--- src/rtl/gcn_aggregate_argmax.sv ---
// GCN aggregation back end: streams a COO edge list, accumulates transformed
// feature rows per destination node with saturation, then computes per-node argmax.
module gcn_aggregate_argmax #(
    parameter int NUM_OF_NODES   = 6,
    parameter int NUM_CLASSES    = 3,
    parameter int DOT_PROD_WIDTH = 16,
    parameter int MAX_EDGES      = 6,
    parameter int SYMMETRIC      = 0,
    parameter int ADD_SELF_LOOPS = 0,
    parameter int COO_BW         = (NUM_OF_NODES > 1) ? $clog2(NUM_OF_NODES) : 1,
    parameter int EDGE_BW        = (MAX_EDGES > 1) ? $clog2(MAX_EDGES) : 1,
    parameter int CLASS_BW       = (NUM_CLASSES > 1) ? $clog2(NUM_CLASSES) : 1
) (
    input  logic                                          clk,
    input  logic                                          reset,
    input  logic                                          start,
    input  logic [$clog2(MAX_EDGES+1)-1:0]                num_edges,
    output logic [EDGE_BW-1:0]                            coo_address,
    input  logic [1:0][COO_BW-1:0]                        coo_in,
    output logic [COO_BW-1:0]                             xw_row_addr,
    input  logic [NUM_CLASSES-1:0][DOT_PROD_WIDTH-1:0]    xw_row_in,
    output logic                                          busy,
    output logic                                          done,
    output logic                                          sat_flag,
    output logic                                          idx_err,
    output logic [NUM_OF_NODES-1:0][CLASS_BW-1:0]         max_addi_answer
);
    localparam int NE_BW = $clog2(MAX_EDGES + 1);
    localparam logic [NE_BW-1:0] MAX_E = NE_BW'(MAX_EDGES);

    typedef enum logic [2:0] {IDLE, EDGE_A, EDGE_B, SELF, ARGMAX, FIN} state_t;
    state_t state, state_nxt, after_edges;

    logic [NE_BW-1:0]          e_clamp, e_lat;
    logic [EDGE_BW-1:0]        edge_cnt;
    logic [COO_BW-1:0]         node_cnt, xw_addr_q, add_idx;
    logic [DOT_PROD_WIDTH-1:0] acc [NUM_OF_NODES][NUM_CLASSES];
    logic                      start_acc, last_edge, last_node, idx_ok, edge_advance, add_en;
    logic [NUM_CLASSES-1:0][DOT_PROD_WIDTH-1:0] add_row, sum_row, arg_row;
    logic [NUM_CLASSES-1:0]    sum_sat;
    logic [DOT_PROD_WIDTH-1:0] best_val;
    logic [CLASS_BW-1:0]       best_class;

    assign coo_address  = edge_cnt;
    assign e_clamp      = (num_edges > MAX_E) ? MAX_E : num_edges;
    assign start_acc    = (state == IDLE) && start;
    assign last_edge    = (int'(edge_cnt) + 1) == int'(e_lat);
    assign last_node    = int'(node_cnt) == (NUM_OF_NODES - 1);
    assign idx_ok       = (int'(coo_in[0]) < NUM_OF_NODES) && (int'(coo_in[1]) < NUM_OF_NODES);
    assign edge_advance = ((state == EDGE_A) && (SYMMETRIC == 0)) || (state == EDGE_B);
    assign after_edges  = (ADD_SELF_LOOPS != 0) ? SELF : ARGMAX;

    always_ff @(posedge clk) begin
        if (reset) state <= IDLE;
        else       state <= state_nxt;
    end

    always_comb begin
        // NOTE: every always_comb output gets a default first so no latch is inferred.
        state_nxt = state;
        case (state)
            IDLE:    if (start) state_nxt = (e_clamp != '0) ? EDGE_A : after_edges;
            EDGE_A:  if (SYMMETRIC != 0) state_nxt = EDGE_B;
                     else if (last_edge) state_nxt = after_edges;
            EDGE_B:  state_nxt = last_edge ? after_edges : EDGE_A;
            SELF:    if (last_node) state_nxt = ARGMAX;
            ARGMAX:  if (last_node) state_nxt = FIN;
            FIN:     state_nxt = IDLE;
            default: state_nxt = IDLE;
        endcase
    end

    // Row read address is combinational off coo_in so the row arrives in the same cycle.
    always_comb begin
        xw_row_addr = xw_addr_q;
        add_idx     = '0;
        add_en      = 1'b0;
        case (state)
            EDGE_A: begin
                xw_row_addr = coo_in[0];
                add_idx     = coo_in[1];
                add_en      = idx_ok;
            end
            EDGE_B: begin
                xw_row_addr = coo_in[1];
                add_idx     = coo_in[0];
                add_en      = idx_ok && (coo_in[0] != coo_in[1]);
            end
            SELF: begin
                xw_row_addr = node_cnt;
                add_idx     = node_cnt;
                add_en      = 1'b1;
            end
            default: ;
        endcase
    end

    always_comb begin
        add_row = '0;
        arg_row = '0;
        for (int n = 0; n < NUM_OF_NODES; n++) begin
            for (int c = 0; c < NUM_CLASSES; c++) begin
                if (add_idx == COO_BW'(n))  add_row[c] = acc[n][c];
                if (node_cnt == COO_BW'(n)) arg_row[c] = acc[n][c];
            end
        end
        for (int c = 0; c < NUM_CLASSES; c++) begin
            {sum_sat[c], sum_row[c]} = {1'b0, add_row[c]} + {1'b0, xw_row_in[c]};
            if (sum_sat[c]) sum_row[c] = '1;
        end
        // Strict greater-than keeps ties on the lowest class index.
        best_class = '0;
        best_val   = arg_row[0];
        for (int c = 1; c < NUM_CLASSES; c++) begin
            if (arg_row[c] > best_val) begin
                best_val   = arg_row[c];
                best_class = CLASS_BW'(c);
            end
        end
    end

    always_ff @(posedge clk) begin
        if (reset) begin
            // NOTE: the accumulator array is a handful of flops, so it is cleared by reset like any register.
            for (int n = 0; n < NUM_OF_NODES; n++)
                for (int c = 0; c < NUM_CLASSES; c++) acc[n][c] <= '0;
            edge_cnt        <= '0;
            node_cnt        <= '0;
            e_lat           <= '0;
            xw_addr_q       <= '0;
            busy            <= 1'b0;
            done            <= 1'b0;
            sat_flag        <= 1'b0;
            idx_err         <= 1'b0;
            max_addi_answer <= '0;
        end else begin
            xw_addr_q <= xw_row_addr;
            if (start_acc) begin
                for (int n = 0; n < NUM_OF_NODES; n++)
                    for (int c = 0; c < NUM_CLASSES; c++) acc[n][c] <= '0;
                edge_cnt        <= '0;
                node_cnt        <= '0;
                e_lat           <= e_clamp;
                busy            <= 1'b1;
                done            <= 1'b0;
                sat_flag        <= 1'b0;
                idx_err         <= 1'b0;
                max_addi_answer <= '0;
            end else begin
                if (edge_advance && !last_edge) edge_cnt <= edge_cnt + 1'b1;
                if (state == SELF) node_cnt <= last_node ? '0 : node_cnt + 1'b1;
                if ((state == EDGE_A || state == EDGE_B) && !idx_ok) idx_err <= 1'b1;
                if (add_en) begin
                    for (int n = 0; n < NUM_OF_NODES; n++)
                        if (add_idx == COO_BW'(n))
                            for (int c = 0; c < NUM_CLASSES; c++) acc[n][c] <= sum_row[c];
                    if (|sum_sat) sat_flag <= 1'b1;
                end
                if (state == ARGMAX) begin
                    for (int n = 0; n < NUM_OF_NODES; n++)
                        if (node_cnt == COO_BW'(n)) max_addi_answer[n] <= best_class;
                    if (last_node) begin
                        done <= 1'b1;
                        busy <= 1'b0;
                    end else begin
                        node_cnt <= node_cnt + 1'b1;
                    end
                end
            end
        end
    end
endmodule

--- config.mk ---
export PLATFORM = sky130hd
export DESIGN_NAME = gcn_aggregate_argmax
export DESIGN_NICKNAME = d
export VERILOG_FILES = /design/src/rtl/gcn_aggregate_argmax.sv
export SDC_FILE = /design/constraint.sdc
export NUM_CORES = 1
export LEC_CHECK = 0
export CAP_MARGIN = 20
export CORE_ASPECT_RATIO = 0.9
export CORE_MARGIN = 2
export CORE_UTILIZATION = 60
export DETAILED_ROUTE_END_ITERATION = 6
export GPL_TIMING_DRIVEN = 0
export PLACE_DENSITY = 0.79
export SLEW_MARGIN = 40
export SYNTH_ARGS = -nofsm -noshare
export SYNTH_HDL_FRONTEND = slang
export SYNTH_SLANG_ARGS = --single-unit
--- constraint.sdc ---
create_clock -name clk -period 18.1 [get_ports clk]
set_input_delay 3.62 -clock clk [delete_from_list [all_inputs] [get_ports clk]]
set_output_delay 3.62 -clock clk [all_outputs]
set_load 0.1 [all_outputs]
# [Word-level counts from Yosys, hierarchy flattened]
# Memory sizes are Yosys's and may differ from the RTL's.
# Cells that the tools add are included.
[totals] latch_bits=0 register_bits=31 n_memories=1 out_inout_bits=22 romBits=0 mem_bits_rw=288 in_bits=60
[classes] n_lt_le_gt_ge=5 add_sub_neg=6 shifts=0 muxes=131 n_mul=0 bitwise=36 n_reduce_logical=26 div=0 eq_ne=21
[mem_list] name="acc" words=6 word_bits=48 read_ports=6 rd_clocked_by_memory_dff=0 wr=6 line_no="37" source="logic [DOT_PROD_WIDTH-1:0] acc [NUM_OF_NODES][NUM_CLASSES];"
[ops] operator="16-bit two-way mux" n=76
[ops] operator="16-bit by 16-bit adder with 17-bit output" n=3
[ops] operator="1-bit two-way mux" n=39
[ops] operator="1-bit bitwise OR" n=36
[ops] operator="3-bit two-way mux" n=11
[ops] operator="16-bit > comparator" n=2
[ops] operator="3-bit by 2-bit equality test with 1-bit output (second input constant)" n=6
[ops] operator="3-bit equality test (second input constant)" n=6
[ops] operator="3-bit case mux with 3 select lines" n=2
[ops] operator="2-bit AND reduction" n=9
[ops] operator="3-bit case mux with 5 select lines" n=1
[ops] operator="3-bit by 1-bit equality test with 1-bit output (second input constant)" n=3
[ops] operator="3-bit logical NOT" n=3
[ops] operator="2-bit != test (second input constant)" n=4
[ops] operator="3-bit by 1-bit adder with 3-bit output (second input constant)" n=2
[ops] operator="3-bit less-than comparator (second input constant)" n=2
[ops] operator="1-bit logical AND" n=5
[ops] operator="3-bit by 1-bit adder with 4-bit output (second input constant)" n=1
[ops] operator="4-bit by 3-bit equality test with 1-bit output" n=1
[ops] operator="4-bit AND reduction" n=1
[ops] operator="2-bit nonzero test" n=2
[ops] operator="3-bit > comparator (second input constant)" n=1
[ops] operator="3-bit != test" n=1
[ops] operator="1-bit case mux with 3 select lines" n=1
[ops] operator="6 further kinds" n=7

# [Depth between registers and ports, before layout]
# Gate-level depths: netlist of run 1.
[logic_depth] depth_word=12 ltp_mapped=26 ltp_nobuf=22

# [Worst setup path before layout of run 1]
# OpenSTA, ideal clock, no wires.
[synth_timing] kind="input port to flip-flop" start="input port coo_in[3] in the netlist's numbering" end="memory acc[5][0] in the netlist's numbering, enable pin" arrival_time_ns=8.105 path_slack_ns=9.475 cell_stages=5 setup_time_ns=0.520 cell_sequence="clkbuf_1 buf_1 nand3_1 clkbuf_1 o21ai_0"
[synth_lines] item="start, declared" line_no="19" source="input logic [1:0][COO_BW-1:0] coo_in,"
[synth_lines] item="end, declared" line_no="37"

==> results.sh, run 1 <==
export IMPL_outcome="completed"
export IMPL_wirelength_um=66600
export IMPL_track_usage_pct=40.2
export IMPL_syn_instance_count=1926
export IMPL_cts_max_path_buffers=3
export IMPL_pwr_share_comb_pct=40.1
export IMPL_synth_distinct_cells=84
export IMPL_p_sw_share_pct=39.7
export IMPL_dp_cells=2429
export IMPL_die_x_um=191
export IMPL_portBuffers=81
export IMPL_seqCellArea_sq_um=9250
export IMPL_grt_busiest_layer="met2"
export IMPL_antenna_found_initial=1
export IMPL_crit_fanout=10
export IMPL_pin_count=82
export IMPL_drv_slew=0
export IMPL_area_delta_synth_final_pct=14.3
export IMPL_drtAntennaViolNets=0
export IMPL_htree_levels=2
export IMPL_wl_per_cell_um=26.7
export IMPL_fillCellCount=2372
export IMPL_syn_nets=2079
export IMPL_place_gp_congestion=1.00
export IMPL_required_ns=18.34
export IMPL_async_flop_share_pct=0
export IMPL_grt_first_pass_wirelength_um=98500
export IMPL_skew_ns=0.0158
export IMPL_synth_seq_cells=318
export IMPL_dr_pass1_iters=7
export IMPL_hp_class="reg -> reg"
export IMPL_clk_pin_slew_ns=0.06
export IMPL_synth_warnings=0
export IMPL_leakage_nw=8.55
export IMPL_syn_avg_cell_area_sq_um=9.82
export IMPL_core_sq_um=31000
export IMPL_worstSetupPathType="in -> reg"
export IMPL_fin_setup_tns_ns=0
export IMPL_final_util_pct=69.8
export IMPL_final_common_cell="nor2_1"
export IMPL_clkPwrFrac_pct=25.3
export IMPL_power_total_mw=2.92
export IMPL_synth_flop_cell="edfxtp_1"
export IMPL_synth_edf_count=288
export IMPL_cts_resized=0
export IMPL_vias=17600
export IMPL_grt_max_degree=33
export IMPL_ir_drop_v=0.0000820
export IMPL_final_cell_mix="nor2_1, edfxtp_1, a22oi_1"
export IMPL_n_antenna_cell=0
export IMPL_hold_viol_final=0
export IMPL_fin_crit_ns=8.56
export IMPL_cp_end_kind="register"
export IMPL_max_slew_margin_pct=36.2
export IMPL_numCtsBuffers=35
export IMPL_fin_crit_sh_pct=47.3
export IMPL_avgViaCountPerCell=7.05
export IMPL_grt_pass1_vias=16800
export IMPL_drc=0
export IMPL_power_density_nw_per_um2=135
export IMPL_setup_viol=0
export IMPL_cts_tree="done"
export IMPL_maxCapViolations=0
export IMPL_worst_slew_pin_slew_ns=0.957
export IMPL_dp_final_hpwl_um=46000
export IMPL_p_switching_mw=1.16
export IMPL_grt_overflow=0
export IMPL_multi_input_area_sq_um=9050
export IMPL_ctsHoldBuffers=0
export IMPL_cp_start_kind="primary input"
export IMPL_clock_latency_ns=0.53
export IMPL_met1_usage_pct=54.0
export IMPL_synth_area_sq_um=18900
export IMPL_grt_use_met3_pct=11.3
export IMPL_drive_above_1_share_pct=8.88
export IMPL_power_frac_seq_pct=34.6
export IMPL_die_area_sq_um=33000
export IMPL_clock_fmax_mhz=117
export IMPL_final_cell_count_no_fill=2492
export IMPL_hold_ws_ns=0.460
export IMPL_internal_power_mw=1.76
export IMPL_cts_sinks=318
export IMPL_start_util_pct=61.1
export IMPL_grtUsageMet2_pct=61.0
export IMPL_cts_root_buf="clkbuf_16"
export IMPL_rows=61
export IMPL_seq_area_frac_synth_pct=48.9
export IMPL_rsz0062_at_grt="no"
export IMPL_nets=2210
export IMPL_post_cts_buffers=0
export IMPL_dieHeight_um=172
export IMPL_drt_initial_drc_count=3102
export IMPL_arrival_ns=8.80
==> worst paths after layout <==
kind / from / endpoint / slack [ns] / cells past startpoint
hold reg to reg: max_addi_answer[1] / max_addi_answer[1] / 0.46 / 2
setup reg to reg: node_cnt[1] / max_addi_answer[1] / 11.00 / 23
hold / removal: max_addi_answer[1] / max_addi_answer[1] / 0.46 / 2
setup / recovery: coo_in[3] / acc[2][36] / 9.54 / 15
==> per-layer routing <==
metal  routed length, um  vias up
li1                    -     7535
met4                3200        2
met2               28700     1463
met3               10200      298
met1               24500     8275
met5                  13        -
==> per-stage QoR <==
| stage | setup slack (ns) | cell area, sq um |
|---|---|---|
| final | 9.54 | 21600 |
| after global routing | 9.36 | 21600 |
| after CTS | 9.75 | 21600 |
| after detailed placement | 9.23 | 20400 |
| after global placement | 4.94 | 20200 |
| after floorplan | 9.48 | 18900 |
==> power by group through the flow <==
stage	logic (mW)	clock network, mW	registers (mW)
after CTS	1.13	0.729	1.00
after floorplan	0.764	0	1.02
after global routing	1.25	0.758	1.02
after detailed placement	1.12	0	1.02
after global placement	1.07	0	1.03
final	1.17	0.739	1.01
==> cells in the mapped netlist, types with 11 or more instances <==
library cell	count	area share, %
and3_1	11	0.36
xnor2_1	16	0.74
nand2_1	152	3.0
a211oi_1	36	1.4
nor2b_1	15	0.50
buf_2	19	0.50
o21ai_0	93	2.5
or3_1	12	0.40
a21oi_1	109	2.9
o22ai_1	32	1.1
mux2_2	21	1.2
nand4_1	12	0.40
clkbuf_1	106	2.1
nand3_1	53	1.4
ha_1	90	6.0
nor2_1	317	6.3
a22oi_1	193	7.7
edfxtp_1	288	46
inv_1	37	0.73
nor3_1	36	0.95
a31oi_1	37	1.2
o21a_1	13	0.52
a21o_1	26	1.0
dfxtp_1	30	3.2
mux2i_1	22	1.2
==> cells by family after synthesis <==
family	synth area share (%)
XOR/XNOR	1.02
buffers and inverters	3.62
flip-flops	48.9
AO/OA/AOI/OAI	21.9
AND/OR/NAND/NOR	15.9
multiplexers	2.41
adder cells (fa/ha/maj)	6.27
==> worst max-delay path, stage by stage <==
cell and delay (ns):
clkdlybuf4s50_1 0.54, clkbuf_1 0.54, and2_1 0.22, clkbuf_1 0.52, clkbuf_1 0.71, a22oi_1 0.22, nand3_1 0.17, ha_1 0.32
a21oi_1 0.37, o21bai_1 0.21, a221oi_4 0.48, nand2_1 0.12, buf_2 0.26, nor2_1 0.39, nor2_1 0.10
==> layout make-up <==
class,count,area share (%)
multi-input cells,1436,41.9
well taps,409,2.37
clock inverters,16,0.758
clock buffers,47,4.69
inverters,37,0.642
repair buffers,94,4.35
flip-flops and latches,318,42.8
plain buffers,135,2.57
==> flip-flops by register name (all words and copies together) (netlist names), 2 cells and up <==
signal and count:
acc 288, coo_address 3, e_lat 3, max_addi_answer 12, node_cnt 3, state 2
xw_addr_q 3
(Power assumes the default switching activity.)
==> run 2: changes to the inputs <==
--- a/config.mk
+++ b/config.mk
@@ -8,10 +8,10 @@
 export CAP_MARGIN = 20
 export CORE_ASPECT_RATIO = 0.9
 export CORE_MARGIN = 2
-export CORE_UTILIZATION = 60
+export CORE_UTILIZATION = 56
 export DETAILED_ROUTE_END_ITERATION = 6
 export GPL_TIMING_DRIVEN = 0
-export PLACE_DENSITY = 0.79
+export PLACE_DENSITY = 0.77
 export SLEW_MARGIN = 40
 export SYNTH_ARGS = -nofsm -noshare
 export SYNTH_HDL_FRONTEND = slang
==> constraint.sdc (replaced) <==
create_clock -name clk -period 7.06 [get_ports clk]
set_input_delay 1.412 -clock clk [delete_from_list [all_inputs] [get_ports clk]]
set_output_delay 1.412 -clock clk [all_outputs]
set_load 0.1 [all_outputs]
==> results.sh, run 2 (synthesis gave the netlist of run 1 again) <==
export IMPL_outcome="completed"
export IMPL_rows=63
export IMPL_skew_ns=0.0253
export IMPL_final_util_pct=65.3
export IMPL_hold_viol_final=0
export IMPL_wl_per_cell_um=26.8
export IMPL_crit_fanout=10
export IMPL_stdcell_area_sq_um=21600
export IMPL_power_density_nw_per_um2=343
export IMPL_drive_above_1_share_pct=9.42
export IMPL_layout_setup_ws_ns=0.00104
export IMPL_clock_latency_ns=0.53
export IMPL_drt_initial_drc_count=2985
export IMPL_place_gp_congestion=0.947
export IMPL_hold_ws_ns=0.451
export IMPL_slowest_stage="clkbuf_1"
export IMPL_fin_crit_sh_pct=100
export IMPL_avgViaCountPerCell=7.00
export IMPL_path_delay_family="buffers and inverters"
export IMPL_final_cell_mix="nor2_1, edfxtp_1, a22oi_1"
export IMPL_grt_pass1_vias=16800
export IMPL_ir_drop_v=0.000204
export IMPL_vias=17500
export IMPL_die_area_sq_um=35300
export IMPL_cp_slowest_stage_delay_ns=0.77
export IMPL_track_usage_pct=37.7
export IMPL_p_switching_mw=2.96
export IMPL_clkPwrFrac_pct=24.6
export IMPL_cp_end_kind="register"
export IMPL_cts_sinks=318
export IMPL_drc=0
export IMPL_start_util_pct=57.2
export IMPL_fin_crit_ns=7.06
export IMPL_grt_first_pass_wirelength_um=99100
export IMPL_pwr_share_comb_pct=40.4
export IMPL_clock_fmax_mhz=142
export IMPL_pin_count=82
export IMPL_m1WireLength_um=24400
export IMPL_portBuffers=81
export IMPL_area_delta_synth_final_pct=14.2
export IMPL_arrival_ns=7.49
export IMPL_worst_slew_pin_slew_ns=0.996
export IMPL_nets=2210
export IMPL_placed_area_sq_um=20500
export IMPL_regMostFlops="acc"
export IMPL_leakage_nw=8.57
export IMPL_p_sw_share_pct=39.9
export IMPL_cp_buffers_inverters=8
export IMPL_numCtsBuffers=35
export IMPL_rsz0062_at_grt="no"
export IMPL_internal_power_mw=4.45
export IMPL_dieHeight_um=178
export IMPL_largest_reg_flops=288
export IMPL_max_slew_margin_pct=33.6
export IMPL_htree_levels=2
export IMPL_crit_top_cell="clkbuf_1"
export IMPL_n_antenna_cell=0
export IMPL_post_cts_buffers=0
export IMPL_setup_viol=0
export IMPL_wirelength_um=67100
export IMPL_required_ns=7.49
export IMPL_hp_class="reg -> reg"
export IMPL_top_regs="acc: 288 flops, max_addi_answer: 12 flops"
export IMPL_fillCellCount=2650
export IMPL_drtAntennaViolNets=0
export IMPL_maxCapViolations=0
export IMPL_cp_start_kind="register"
export IMPL_dr_pass1_iters=7
export IMPL_power_frac_seq_pct=35.0
export IMPL_cts_tree="done"
export IMPL_core_sq_um=33100
export IMPL_cp_cell_sequence="buf_2, inv_1, ha_1, clkbuf_1, clkbuf_1, nand2_1, a31oi_1, inv_1, ha_1, nand4_1, nor3_1, and4_1, clkbuf_1, nor2_2, buf_6, mux2i_1, ha_1, nand4_1, or4_1, o311a_1, or2_0, clkbuf_1, o31ai_1"
export IMPL_cts_root_buf="clkbuf_16"
export IMPL_met2_length_um=28500
export IMPL_routed_top_layer="met4"
export IMPL_final_common_cell="nor2_1"
export IMPL_place_ws_ns=0.0828
export IMPL_die_x_um=198
export IMPL_cts_max_path_buffers=3
export IMPL_antenna_found_initial=1
export IMPL_worstSetupPathType="reg -> reg"
export IMPL_route_met3_wl_um=10900
export IMPL_dp_final_hpwl_um=46400
export IMPL_grt_max_degree=33
export IMPL_clk_pin_slew_ns=0.06
export IMPL_grt_overflow=0
export IMPL_drv_slew=0
## run 2: cell count changes in the layout (fill, tap and decap cells not counted), sizes merged
cell,before,now
clkinv,12,15
inv,38,41
buf,63,62
clkbuf,154,146
bufinv,3,4
## run 2: final timing paths
check        cells past startpoint                  to  slack, ns                from
max                             23  max_addi_answer[4]      0.001         node_cnt[2]
min                              2  max_addi_answer[8]       0.45  max_addi_answer[8]
max reg2reg                     23  max_addi_answer[4]      0.001         node_cnt[2]
min reg2reg                      2  max_addi_answer[8]       0.45  max_addi_answer[8]
## run 2: metrics by stage
stage,TNS (ns),total power [mW],std cells
after floorplan,0,4.58,1926
after global placement,-496.70,5.40,2429
after detailed placement,0,5.50,2442
after CTS,0,7.28,2503
after global routing,0,7.69,2503
final,0,7.41,2503
## run 2: layout make-up
type | instances | area, sq um | share of cell area [%]
sequential | 318 | 9250 | 42.8
tap | 422 | 528 | 2.44
clock inverter | 23 | 220 | 1.02
buffer | 135 | 574 | 2.66
clock buffer | 38 | 887 | 4.11
timing repair buffer | 94 | 956 | 4.42
inverter | 37 | 139 | 0.643
multi-input combinational | 1436 | 9050 | 41.9
## run 2: routing by layer
layer | track usage (%) | vias up
met5 | 0 | -
met4 | 16.6 | 0
met3 | 11.7 | 301
met2 | 56.4 | 1503
met1 | 50.8 | 8194
li1 | - | 7528
## run 2: what timing repair did
| item | CTS | global route |
|---|---|---|
| hold buffers | 0 | 0 |
| resized for setup | 0 | 14 |
| setup endpoints to repair | 0 | 9 |
| endpoints found under the hold margin | 0 | 0 |
## run 2: worst reg2reg max path, stage by stage (launching register included)
cell	delay, ns
dfxtp_1	0.31
buf_2	0.18
inv_1	0.12
ha_1	0.29
clkbuf_1	0.52
clkbuf_1	0.78
nand2_1	0.14
a31oi_1	0.50
inv_1	0.12
ha_1	0.30
nand4_1	0.14
nor3_1	0.41
and4_1	0.26
clkbuf_1	0.39
nor2_2	0.20
buf_6	0.21
mux2i_1	0.19
ha_1	0.35
nand4_1	0.15
or4_1	0.53
o311a_1	0.17
or2_0	0.21
clkbuf_1	0.18
o31ai_1	0.27
## run 2: power groups by stage
stage,clock [mW],combinational [mW],sequential (mW)
final,1.82,3.00,2.59
after floorplan,0,1.96,2.62
after global placement,0,2.75,2.65
after global routing,1.87,3.21,2.62
after CTS,1.79,2.91,2.58
after detailed placement,0,2.88,2.62
